$ cat config.mk
export PLATFORM = sky130hd
export DESIGN_NAME = sha256_multiblock_core
export DESIGN_NICKNAME = d
export VERILOG_FILES = /design/src/rtl/sha256_pkg.sv /design/src/rtl/sha256_round.sv /design/src/rtl/sha256_multiblock_core.sv
export SDC_FILE = /design/constraint.sdc
export NUM_CORES = 2
export LEC_CHECK = 0
export CAP_MARGIN = 20
export CELL_PAD_IN_SITES_DETAIL_PLACEMENT = 0
export CELL_PAD_IN_SITES_GLOBAL_PLACEMENT = 1
export CORE_UTILIZATION = 45
export CTS_BUF_LIST = sky130_fd_sc_hd__clkbuf_16
export DETAILED_ROUTE_END_ITERATION = 6
export GPL_ROUTABILITY_DRIVEN = 0
export HOLD_SLACK_MARGIN = 0.12
export PLACE_DENSITY_LB_ADDON = 0.2
export SLEW_MARGIN = 30
export SYNTH_ARGS = -nofsm -noshare
export SYNTH_HDL_FRONTEND = slang
export SYNTH_SLANG_ARGS = --single-unit
$ cat constraint.sdc
create_clock -name clk -period 14 [get_ports clk]
set_input_delay 2.8 -clock clk [delete_from_list [all_inputs] [get_ports clk]]
set_output_delay 2.8 -clock clk [all_outputs]
set_load 0.01 [all_outputs]
$ cat src/rtl/sha256_pkg.sv
// Shared SHA-256 constants, FSM state type and the bitwise round helpers
// used by the multi-block core and its combinational round stage.
package sha256_pkg;

  typedef logic [31:0] word_t;

  typedef enum logic [2:0] {IDLE, LOAD, ROUND, UPDATE, SEND} state_t;

  localparam word_t K [64] = '{
    32'h428a2f98, 32'h71374491, 32'hb5c0fbcf, 32'he9b5dba5, 32'h3956c25b, 32'h59f111f1, 32'h923f82a4, 32'hab1c5ed5,
    32'hd807aa98, 32'h12835b01, 32'h243185be, 32'h550c7dc3, 32'h72be5d74, 32'h80deb1fe, 32'h9bdc06a7, 32'hc19bf174,
    32'he49b69c1, 32'hefbe4786, 32'h0fc19dc6, 32'h240ca1cc, 32'h2de92c6f, 32'h4a7484aa, 32'h5cb0a9dc, 32'h76f988da,
    32'h983e5152, 32'ha831c66d, 32'hb00327c8, 32'hbf597fc7, 32'hc6e00bf3, 32'hd5a79147, 32'h06ca6351, 32'h14292967,
    32'h27b70a85, 32'h2e1b2138, 32'h4d2c6dfc, 32'h53380d13, 32'h650a7354, 32'h766a0abb, 32'h81c2c92e, 32'h92722c85,
    32'ha2bfe8a1, 32'ha81a664b, 32'hc24b8b70, 32'hc76c51a3, 32'hd192e819, 32'hd6990624, 32'hf40e3585, 32'h106aa070,
    32'h19a4c116, 32'h1e376c08, 32'h2748774c, 32'h34b0bcb5, 32'h391c0cb3, 32'h4ed8aa4a, 32'h5b9cca4f, 32'h682e6ff3,
    32'h748f82ee, 32'h78a5636f, 32'h84c87814, 32'h8cc70208, 32'h90befffa, 32'ha4506ceb, 32'hbef9a3f7, 32'hc67178f2
  };

  localparam word_t IV256 [8] = '{
    32'h6a09e667, 32'hbb67ae85, 32'h3c6ef372, 32'ha54ff53a,
    32'h510e527f, 32'h9b05688c, 32'h1f83d9ab, 32'h5be0cd19
  };

  localparam word_t IV224 [8] = '{
    32'hc1059ed8, 32'h367cd507, 32'h3070dd17, 32'hf70e5939,
    32'hffc00b31, 32'h68581511, 32'h64f98fa7, 32'hbefa4fa4
  };

  function automatic word_t rotr(input word_t x, input int n);
    return (x >> n) | (x << (32 - n));
  endfunction

  function automatic word_t bsig0(input word_t x);
    return rotr(x, 2) ^ rotr(x, 13) ^ rotr(x, 22);
  endfunction

  function automatic word_t bsig1(input word_t x);
    return rotr(x, 6) ^ rotr(x, 11) ^ rotr(x, 25);
  endfunction

  function automatic word_t ssig0(input word_t x);
    return rotr(x, 7) ^ rotr(x, 18) ^ (x >> 3);
  endfunction

  function automatic word_t ssig1(input word_t x);
    return rotr(x, 17) ^ rotr(x, 19) ^ (x >> 10);
  endfunction

  function automatic word_t ch(input word_t x, input word_t y, input word_t z);
    return (x & y) ^ (~x & z);
  endfunction

  function automatic word_t maj(input word_t x, input word_t y, input word_t z);
    return (x & y) ^ (x & z) ^ (y & z);
  endfunction

  // H0 lands in the top 32 bits so the digest can be shifted out MSB first.
  function automatic logic [255:0] iv_flat(input logic m224);
    logic [255:0] v;
    v = '0;
    for (int i = 0; i < 8; i++) v[255-32*i -: 32] = m224 ? IV224[i] : IV256[i];
    return v;
  endfunction

endpackage

$ cat src/rtl/sha256_round.sv
// One combinational SHA-256 round: optional message-schedule expansion
// followed by the a..h compression step.
module sha256_round
  import sha256_pkg::*;
(
  input  word_t st_in [8],
  input  word_t k_t,
  input  word_t w_t,
  input  word_t w_m2,
  input  word_t w_m7,
  input  word_t w_m15,
  input  word_t w_m16,
  input  logic  expand,
  output word_t st_out [8],
  output word_t w_new
);

  word_t w_use;
  word_t t1;
  word_t t2;

  // Rounds 16..63 use the freshly expanded word instead of the stored slot.
  always_comb begin
    w_new     = ssig1(w_m2) + w_m7 + ssig0(w_m15) + w_m16;
    w_use     = expand ? w_new : w_t;
    t1        = st_in[7] + bsig1(st_in[4]) + ch(st_in[4], st_in[5], st_in[6]) + k_t + w_use;
    t2        = bsig0(st_in[0]) + maj(st_in[0], st_in[1], st_in[2]);
    st_out[0] = t1 + t2;
    st_out[1] = st_in[0];
    st_out[2] = st_in[1];
    st_out[3] = st_in[2];
    st_out[4] = st_in[3] + t1;
    st_out[5] = st_in[4];
    st_out[6] = st_in[5];
    st_out[7] = st_in[6];
  end

endmodule

$ cat src/rtl/sha256_multiblock_core.sv
// Multi-block SHA-256 core with stream input packing and digest serializer.
// Define SHA256_CORE_SHA224_EN to add the mode_224 port and SHA-224 support.
module sha256_multiblock_core
  import sha256_pkg::*;
#(
  parameter int IN_WIDTH  = 32,
  parameter int OUT_WIDTH = 8
) (
  input  logic                 clk,
  input  logic                 rst,
  input  logic                 in_valid,
  input  logic [IN_WIDTH-1:0]  in_data,
  input  logic                 in_last,
  output logic                 in_ready,
  output logic                 out_valid,
  output logic [OUT_WIDTH-1:0] out_data,
  output logic                 out_last,
  input  logic                 out_ready,
`ifdef SHA256_CORE_SHA224_EN
  input  logic                 mode_224,
`endif
  output logic                 busy
);

  localparam int BEATS = 512 / IN_WIDTH;
  localparam int BCW   = $clog2(BEATS);
  localparam int SUBW  = $clog2(32 / IN_WIDTH);
  localparam int OCW   = $clog2(256 / OUT_WIDTH);
  localparam logic [OCW-1:0] LAST256 = OCW'(256 / OUT_WIDTH - 1);

  state_t             state, state_nxt;
  logic [BCW-1:0]     bcnt;
  logic [5:0]         tcnt;
  logic [OCW-1:0]     ocnt;
  logic [OCW-1:0]     ocnt_last;
  logic [255:0]       h;
  logic [255:0]       first_iv;
  word_t              st [8];
  word_t              st_nxt [8];
  word_t              w [16];
  word_t              w_new;
  word_t              w_packed;
  logic               last_blk;
  logic               beat_last;
  logic               expand;
  logic [3:0]         word_idx;
  logic [3:0]         t4;

`ifdef SHA256_CORE_SHA224_EN
  localparam logic [OCW-1:0] LAST224 = OCW'(224 / OUT_WIDTH - 1);
  logic mode_q;

  always_ff @(posedge clk) begin
    if (rst) mode_q <= 1'b0;
    else if (state == IDLE && in_valid) mode_q <= mode_224;
  end

  assign first_iv  = iv_flat(mode_224);
  assign ocnt_last = mode_q ? LAST224 : LAST256;
`else
  assign first_iv  = iv_flat(1'b0);
  assign ocnt_last = LAST256;
`endif

  assign in_ready  = (state == IDLE) || (state == LOAD);
  assign busy      = (state != IDLE);
  assign out_valid = (state == SEND);
  assign out_data  = (state == SEND) ? h[255 -: OUT_WIDTH] : '0;
  assign out_last  = (state == SEND) && (ocnt == ocnt_last);

  assign beat_last = (bcnt == BCW'(BEATS - 1));
  assign word_idx  = 4'(bcnt >> SUBW);
  assign w_packed  = (w[word_idx] << IN_WIDTH) | 32'(in_data);
  assign t4        = tcnt[3:0];
  assign expand    = |tcnt[5:4];

  sha256_round u_round (
    .st_in  (st),
    .k_t    (K[tcnt]),
    .w_t    (w[t4]),
    .w_m2   (w[t4 + 4'd14]),
    .w_m7   (w[t4 + 4'd9]),
    .w_m15  (w[t4 + 4'd1]),
    .w_m16  (w[t4]),
    .expand (expand),
    .st_out (st_nxt),
    .w_new  (w_new)
  );

  always_ff @(posedge clk) begin
    if (rst) state <= IDLE;
    else     state <= state_nxt;
  end

  always_comb begin
    state_nxt = state;
    case (state)
      IDLE:    if (in_valid) state_nxt = LOAD;
      LOAD:    if (in_valid && beat_last) state_nxt = ROUND;
      ROUND:   if (tcnt == 6'd63) state_nxt = UPDATE;
      UPDATE:  state_nxt = last_blk ? SEND : LOAD;
      SEND:    if (out_ready && out_last) state_nxt = IDLE;
      default: state_nxt = IDLE;
    endcase
  end

  // Beats shift into their word from the right, so the first beat ends up MSB.
  always_ff @(posedge clk) begin
    if (rst) begin
      h        <= iv_flat(1'b0);
      bcnt     <= '0;
      tcnt     <= '0;
      ocnt     <= '0;
      last_blk <= 1'b0;
      for (int i = 0; i < 8; i++) st[i] <= '0;
    end else begin
      if (in_ready && in_valid) begin
        w[word_idx] <= w_packed;
        bcnt        <= beat_last ? '0 : bcnt + BCW'(1);
      end
      case (state)
        IDLE: if (in_valid) h <= first_iv;
        LOAD: begin
          if (in_valid && beat_last) begin
            last_blk <= in_last;
            tcnt     <= '0;
            for (int i = 0; i < 8; i++) st[i] <= h[255-32*i -: 32];
          end
        end
        ROUND: begin
          for (int i = 0; i < 8; i++) st[i] <= st_nxt[i];
          if (expand) w[t4] <= w_new;
          tcnt <= tcnt + 6'd1;
        end
        UPDATE: begin
          for (int i = 0; i < 8; i++) h[255-32*i -: 32] <= h[255-32*i -: 32] + st[i];
        end
        SEND: begin
          if (out_ready) begin
            if (out_last) begin
              h    <= iv_flat(1'b0);
              ocnt <= '0;
            end else begin
              h    <= h << OUT_WIDTH;
              ocnt <= ocnt + OCW'(1);
            end
          end
        end
        default: ;
      endcase
    end
  end

endmodule

**Word level (Yosys, flattened, before mapping)**

Memories as Yosys holds them, arrays and structs flattened. A register that Yosys moved wholly into a read port is not among the register bits.
Cells that the tools add are included.

- Add/sub/neg operators: 24
- Order comparisons: 1
- Equality and inequality tests: 12
- Multiplexer cells: 32
- Bitwise gates (word level): 28
- Reduce and logical (&&, ||, !) cells: 16

Operator list:

| cell | number |
|---|---|
| 2-to-1 mux 256 bit | 4 |
| one-hot mux 256 bit (3 select lines) | 1 |
| adder 32 bit | 18 |
| one-hot mux 256 bit (2 select lines) | 1 |
| bitwise XOR 32 bit | 9 |
| bitwise AND 32 bit | 5 |
| 2-to-1 mux 32 bit | 4 |
| inverter 32 bit | 1 |
| bitwise OR 10 x 32 -> 32 bit | 1 |
| bitwise OR 13 x 32 -> 32 bit | 1 |
| bitwise OR 14 x 32 -> 32 bit | 1 |
| bitwise OR 15 x 32 -> 32 bit | 1 |
| bitwise OR 19 x 32 -> 32 bit | 1 |
| bitwise OR 21 x 32 -> 32 bit | 1 |
| bitwise OR 25 x 32 -> 32 bit | 1 |
| bitwise OR 26 x 32 -> 32 bit | 1 |
| bitwise OR 30 x 32 -> 32 bit | 1 |
| bitwise OR 7 x 32 -> 32 bit | 1 |
| OR reduction 32 bit | 1 |
| bitwise XOR 32 x 22 -> 32 bit | 1 |
| bitwise XOR 32 x 29 -> 32 bit | 1 |
| 2-to-1 mux 4 bit | 4 |
| 2-to-1 mux 3 bit | 5 |
| one-hot mux 3 bit (5 select lines) | 1 |
| 28 further kinds | 47 |

- Register bits: 531
- Memory bits (writable): 512
- ROM bits: 2,048
- Input port bits: 37
- Output and inout port bits: 12
- Logic and storage cells: 129
- Memories kept: 2

Memory list:

| name | words | width | read ports | clocked after Yosys merged registers in | wr ports | RTL line | source |
|---|---|---|---|---|---|---|---|
| (no name shown) | 64 | 32 | 1 | 0 | 0 | sha256_multiblock_core.sv:79 | `.k_t (K[tcnt]),` |
| w | 16 | 32 | 4 | 1 | 1 | sha256_multiblock_core.sv:40 | `word_t w [16];` |

**Logic depth before layout (Yosys ltp)**

An unclocked memory read counts as a cell.

- Word-level depth: 12
- Depth in mapped cells: 58
- Mapped depth without buffers: 49

**Hierarchy**

From an unflattened synthesis, not the netlist that was laid out.

- Cell total of the unflattened synthesis: 8,181
- Area, all modules: 80,858.8 um2

Modules (own cells, without submodules):

| module | times used | cells each | area an instance (um2) | sequential area each (um2) |
|---|---|---|---|---|
| sha256_multiblock_core | 1 | 6,370 | 65,524.1 | 26,085.0 |
| sha256_round | 1 | 1,811 | 15,334.7 | 0.0 |

**Worst setup path after synthesis**

Ideal clock, no wire load.

- Path kind: register to register
- Start point: reg tcnt[0]
- End point: reg st[255] (netlist name)
- Library setup time: 79 ps
- Arrival: 14,188 ps
- Required time: 13,921 ps
- Slack: -268 ps
- Stages on the path, launching flop included: 55
- Buffers on the path: 11
- Period minus slack after synthesis: 14,268 ps
- Cells stage by stage: dfxtp_1 buf_6 buf_8 buf_2 buf_2 buf_2 buf_2 buf_2 inv_1 ha_1 buf_2 buf_1 buf_1 clkbuf_1 mux4_2 mux4_2 xnor2_1 fa_1 [... 19 more ...] ha_1 a21o_1 a21oi_1 o21ai_0 or3_1 a221o_1 a21o_1 a21o_1 a21oi_1 xnor2_1 fa_1 ha_1 and3_1 or4_1 o311ai_0 a211oi_1 xnor3_1 a211oi_2

- Longest elaborated chain between the ends: 12
- Elaborated cells between the ends (all ways): 24
- Those cells by class: 9 x add/sub; 4 x mux; 9 x bitwise; 2 x memory

Ends and longest elaborated chain:

| item | RTL line | source |
|---|---|---|
| start, declared | sha256_multiblock_core.sv:33 | `logic [5:0] tcnt;` |
| start signal, assigned | sha256_multiblock_core.sv:133 | `tcnt <= tcnt + 6'd1;` |
| adder 4 bit | sha256_multiblock_core.sv:81 | `.w_m2 (w[t4 + 4'd14]),` |
| memory (16 x 32 bit) | - |  |
| bitwise OR 15 x 32 -> 32 bit or bitwise OR 13 x 32 -> 32 bit (tied branches) | sha256_pkg.sv:31 | `return (x >> n) \| (x << (32 - n));` |
| bitwise XOR 32 bit | sha256_pkg.sv:47 | `return rotr(x, 17) ^ rotr(x, 19) ^ (x >> 10);` |
| bitwise XOR 32 x 22 -> 32 bit | sha256_pkg.sv:47 |  |
| adder 32 bit (3 in series) | sha256_round.sv:24 | `w_new = ssig1(w_m2) + w_m7 + ssig0(w_m15) + w_m16;` |
| 2-to-1 mux 32 bit | sha256_round.sv:25 | `w_use = expand ? w_new : w_t;` |
| adder 32 bit * | sha256_round.sv:26 | `t1 = st_in[7] + bsig1(st_in[4]) + ch(st_in[4], st_in[5], st_in[6]) + k_t + w_use;` |
| adder 32 bit * | sha256_round.sv:28 | `st_out[0] = t1 + t2;` |
| one-hot mux 256 bit (2 select lines) * | sha256_multiblock_core.sv:121 | `case (state)` |
| end, declared | sha256_multiblock_core.sv:38 | `word_t st [8];` |

Mark *: on every way between the ends. The rest lies on a longest branch, timed or not. The select of a mux whose other input is x is not followed.
A chain may end at the register's enable or synchronous reset.

**Worst setup path in the final report**

Same ends and word-level chain as after synthesis.

==> flow_summary.yaml <==
clock_tree:
  cts_buffer_depth: 3
  cts_resized: 0
  tritoncts_clock_tree: "built"
  clockRootBuffer: "clkbuf_16"
  tritoncts.num_buffers: 130
  cts.reportedPaths.clkPinSlew_ns: 0.06
  clk_latency_ns: 0.83
  cts_max_level: 4
  cts_setup_buffers: 0
  cts.sinks: 1047
  cts_hold_repair.buffers: 0
timing:
  final.min_clock_period_ns: 13.34
  fin_skew_ns: 0.0383
  finalSetupViolCount: 0
  setup-tns-final_ns: 0
  timing.final.crit_share: 0.953
  slew_headroom: 0.288
  final-max-slew-violation-count: 0
  worst_hold_slack_ns: 0.488
  transition_time_of_the_tightest_slew_check_pin_ns: 1.07
  max_freq_mhz: 74.9
  timing.final.hold_violations: 0
  rsz_0062_raised_after_global_routing: "false"
logic_synthesis:
  synth_top_cells_by_area: "edfxtp_1 19%, mux4_2 14%, dfxtp_1 14%"
  synth.most_common_cell: "nand2_1"
  synthDistinctLibCells: 91
  netlist_area_um2: 78900
  post_synth.cell_area_avg_um2: 10.1
  netlist_top_cells_count: "817 x nand2_1, 738 x nor2_1, 535 x dfxtp_1"
  synth.top_cell.area_share: 0.195
  synth_seq_cells: 1047
  yosysSeqAreaShare: 0.330
  synthFlopType: "dfxtp_1"
  ys.warnings.count: 0
  netlist.top_cell.by_area: "edfxtp_1"
  synthesized_net_count: 8485
  async_reset_ff_frac: 0
  synth_edf_count: 512
  synthCells: 7847
route:
  route.antenna.remaining_nets: 0
  route.detailed.drc: 0
  detail_route.first_pass.iterations: 6
  wl_mm: 303
  routed_wire_per_std_cell_um: 30.2
  route.vias.total: 66375
  post_drt_via_cell_ratio: 6.61
  dr.first_iter.drc_count: 8287
die:
  rows: 153
  core_um2: 174000
  floorplan.die_area_um2: 177000
  start_util: 0.454
  die_y_um: 421
  num_io_pins: 49
  floorplan.die.width_um: 421
power:
  power.density_cell_area_nw_per_um2: 158
  sw_frac_of_total: 0.424
  clk_network_pwr_share: 0.248
  power_frac_comb: 0.486
  pwr-share-seq: 0.266
  worst_ir_drop_vdd_v: 0.000171
  total_leakage_power_nw: 32.6
  p_int_mw: 7.82
  switchingPower_mw: 5.74
finish:
  finish.net_count: 8255
  nFillCells: 15878
  area.sequential_um2: 26100
  final_layout_size_suffix_gt1_frac: 0.121
  fin_util: 0.494
  multi_input_gate_area_um2: 49500
  syn_to_final_growth_pct: 8.89
min_path:
  hold_class: "reg2reg"
global_route:
  grtUsageTotal: 0.340
  globalRouteOverflowTotal: 0
  grt_antenna_before_repair: 4
  grt_pass1_wl_mm: 441
  first_global_vias: 62586
  pin_count_of_the_biggest_net_entering_global_routing: 174
worst_setup_path:
  worst_ep_arrival_time_ns: 14.08
  end_kind: "flop"
  crit_fanout: 37
  crit_path_top_delay_cell: "ha_4"
  max_stage_delay_ns: 0.87
  crit_type: "reg2reg"
  critical_path.most_common_cell: "a21o_1"
  crit_path_start_kind: "flop"
  required_ns: 14.73
placement:
  port_buffers: 48
  place.detailed.hpwl_mm: 211
run:
  max_cap_violations: 0
run_status:
  outcome: "completed"
logic make-up after synthesis:
kind of cell	Yosys count	synth area share
adder cells (fa/ha/maj)	618	0.116
buffers and inverters	945	0.0459
multiplexers	606	0.158
flip-flops	1047	0.330
XOR/XNOR	554	0.0621
AND/OR/NAND/NOR	2099	0.115
AO/OA/AOI/OAI	1978	0.172
stage by stage:
stage                     setup WS (ns)  instance area (µm²)  power (mW)  cells
after detailed placement          0.811                81800        10.1   9809
after global placement            0.979                81800        10.0   9809
after global routing            0.00986                85900        14.3  10042
after floorplan                   0.137                78900        8.12   7847
final                             0.656                86000        13.6  10044
after CTS                         0.760                85900        13.5  10040
sequential cells by signal, summed over array words and instances, names as in the netlist, named ones only:
register	cells
w	512
last_blk	1
ocnt	5
bcnt	4
tcnt	6
h	256
st	256
state	3
critical path, delay by kind of cell (launching register included):
| family | cells | cell delay [ns] |
|---|---|---|
| XOR/XNOR | 4 | 1.02 |
| buffers and inverters | 5 | 0.69 |
| flip-flops | 1 | 0.52 |
| adder cells (fa/ha/maj) | 9 | 4.23 |
| AO/OA/AOI/OAI | 20 | 4.04 |
| AND/OR/NAND/NOR | 4 | 0.93 |
| multiplexers | 3 | 1.78 |
final cells by class:
cell class / count / share of cell area
clock inverters: 99 / 0.00967
clock buffers: 132 / 0.0384
well taps: 2325 / 0.0338
diodes: 3 / 0.0000873
inverters: 388 / 0.0170
flip-flops and latches: 1047 / 0.304
repair buffers: 195 / 0.0211
multi-input cells: 5855 / 0.576
layout by cell type, fill, tap and decap left out, drive strengths merged, types with 59 or more instances in the layout:
cell,Yosys,final
a211oi,80,80
a21o,223,223
a21oi,491,491
a221oi,163,163
a311oi,251,251
a31oi,59,59
buf,97,148
clkbuf,460,132
dfxtp,535,535
edfxtp,512,512
fa,196,196
ha,405,405
inv,387,422
mux2i,89,89
mux4,508,508
nand2,817,817
nand2b,62,62
nand3,79,79
nor2,738,738
nor3,155,155
o21ai,289,289
o21bai,97,97
xnor2,390,390
xor2,161,161
power groups by stage:
stage	logic, mW	clock network, mW	registers [mW]
2_1_floorplan	4.64	0	3.49
3_3_place_gp	6.38	0	3.66
3_5_place_dp	6.43	0	3.66
4_1_cts	6.47	3.40	3.60
5_1_grt	7.16	3.51	3.61
6_report	6.59	3.36	3.61
final timing paths:
path                 from      end  slack [ns]  cells after the start
setup / recovery  tcnt[0]  st[255]        0.66                     45
hold / removal    ocnt[3]  ocnt[3]        0.49                      2
setup reg to reg  tcnt[0]  st[255]        0.66                     45
hold reg to reg   ocnt[3]  ocnt[3]        0.49                      2
layer usage:
metal  GRT usage  vias to the layer above  part of all wire
li1            -                    28894                 -
met1       0.449                    33060              0.40
met2       0.527                     3661              0.45
met3      0.0606                      754             0.088
met4       0.188                        6             0.063
met5           0                        -           0.00012
Power figures use the tool's default switching activity.
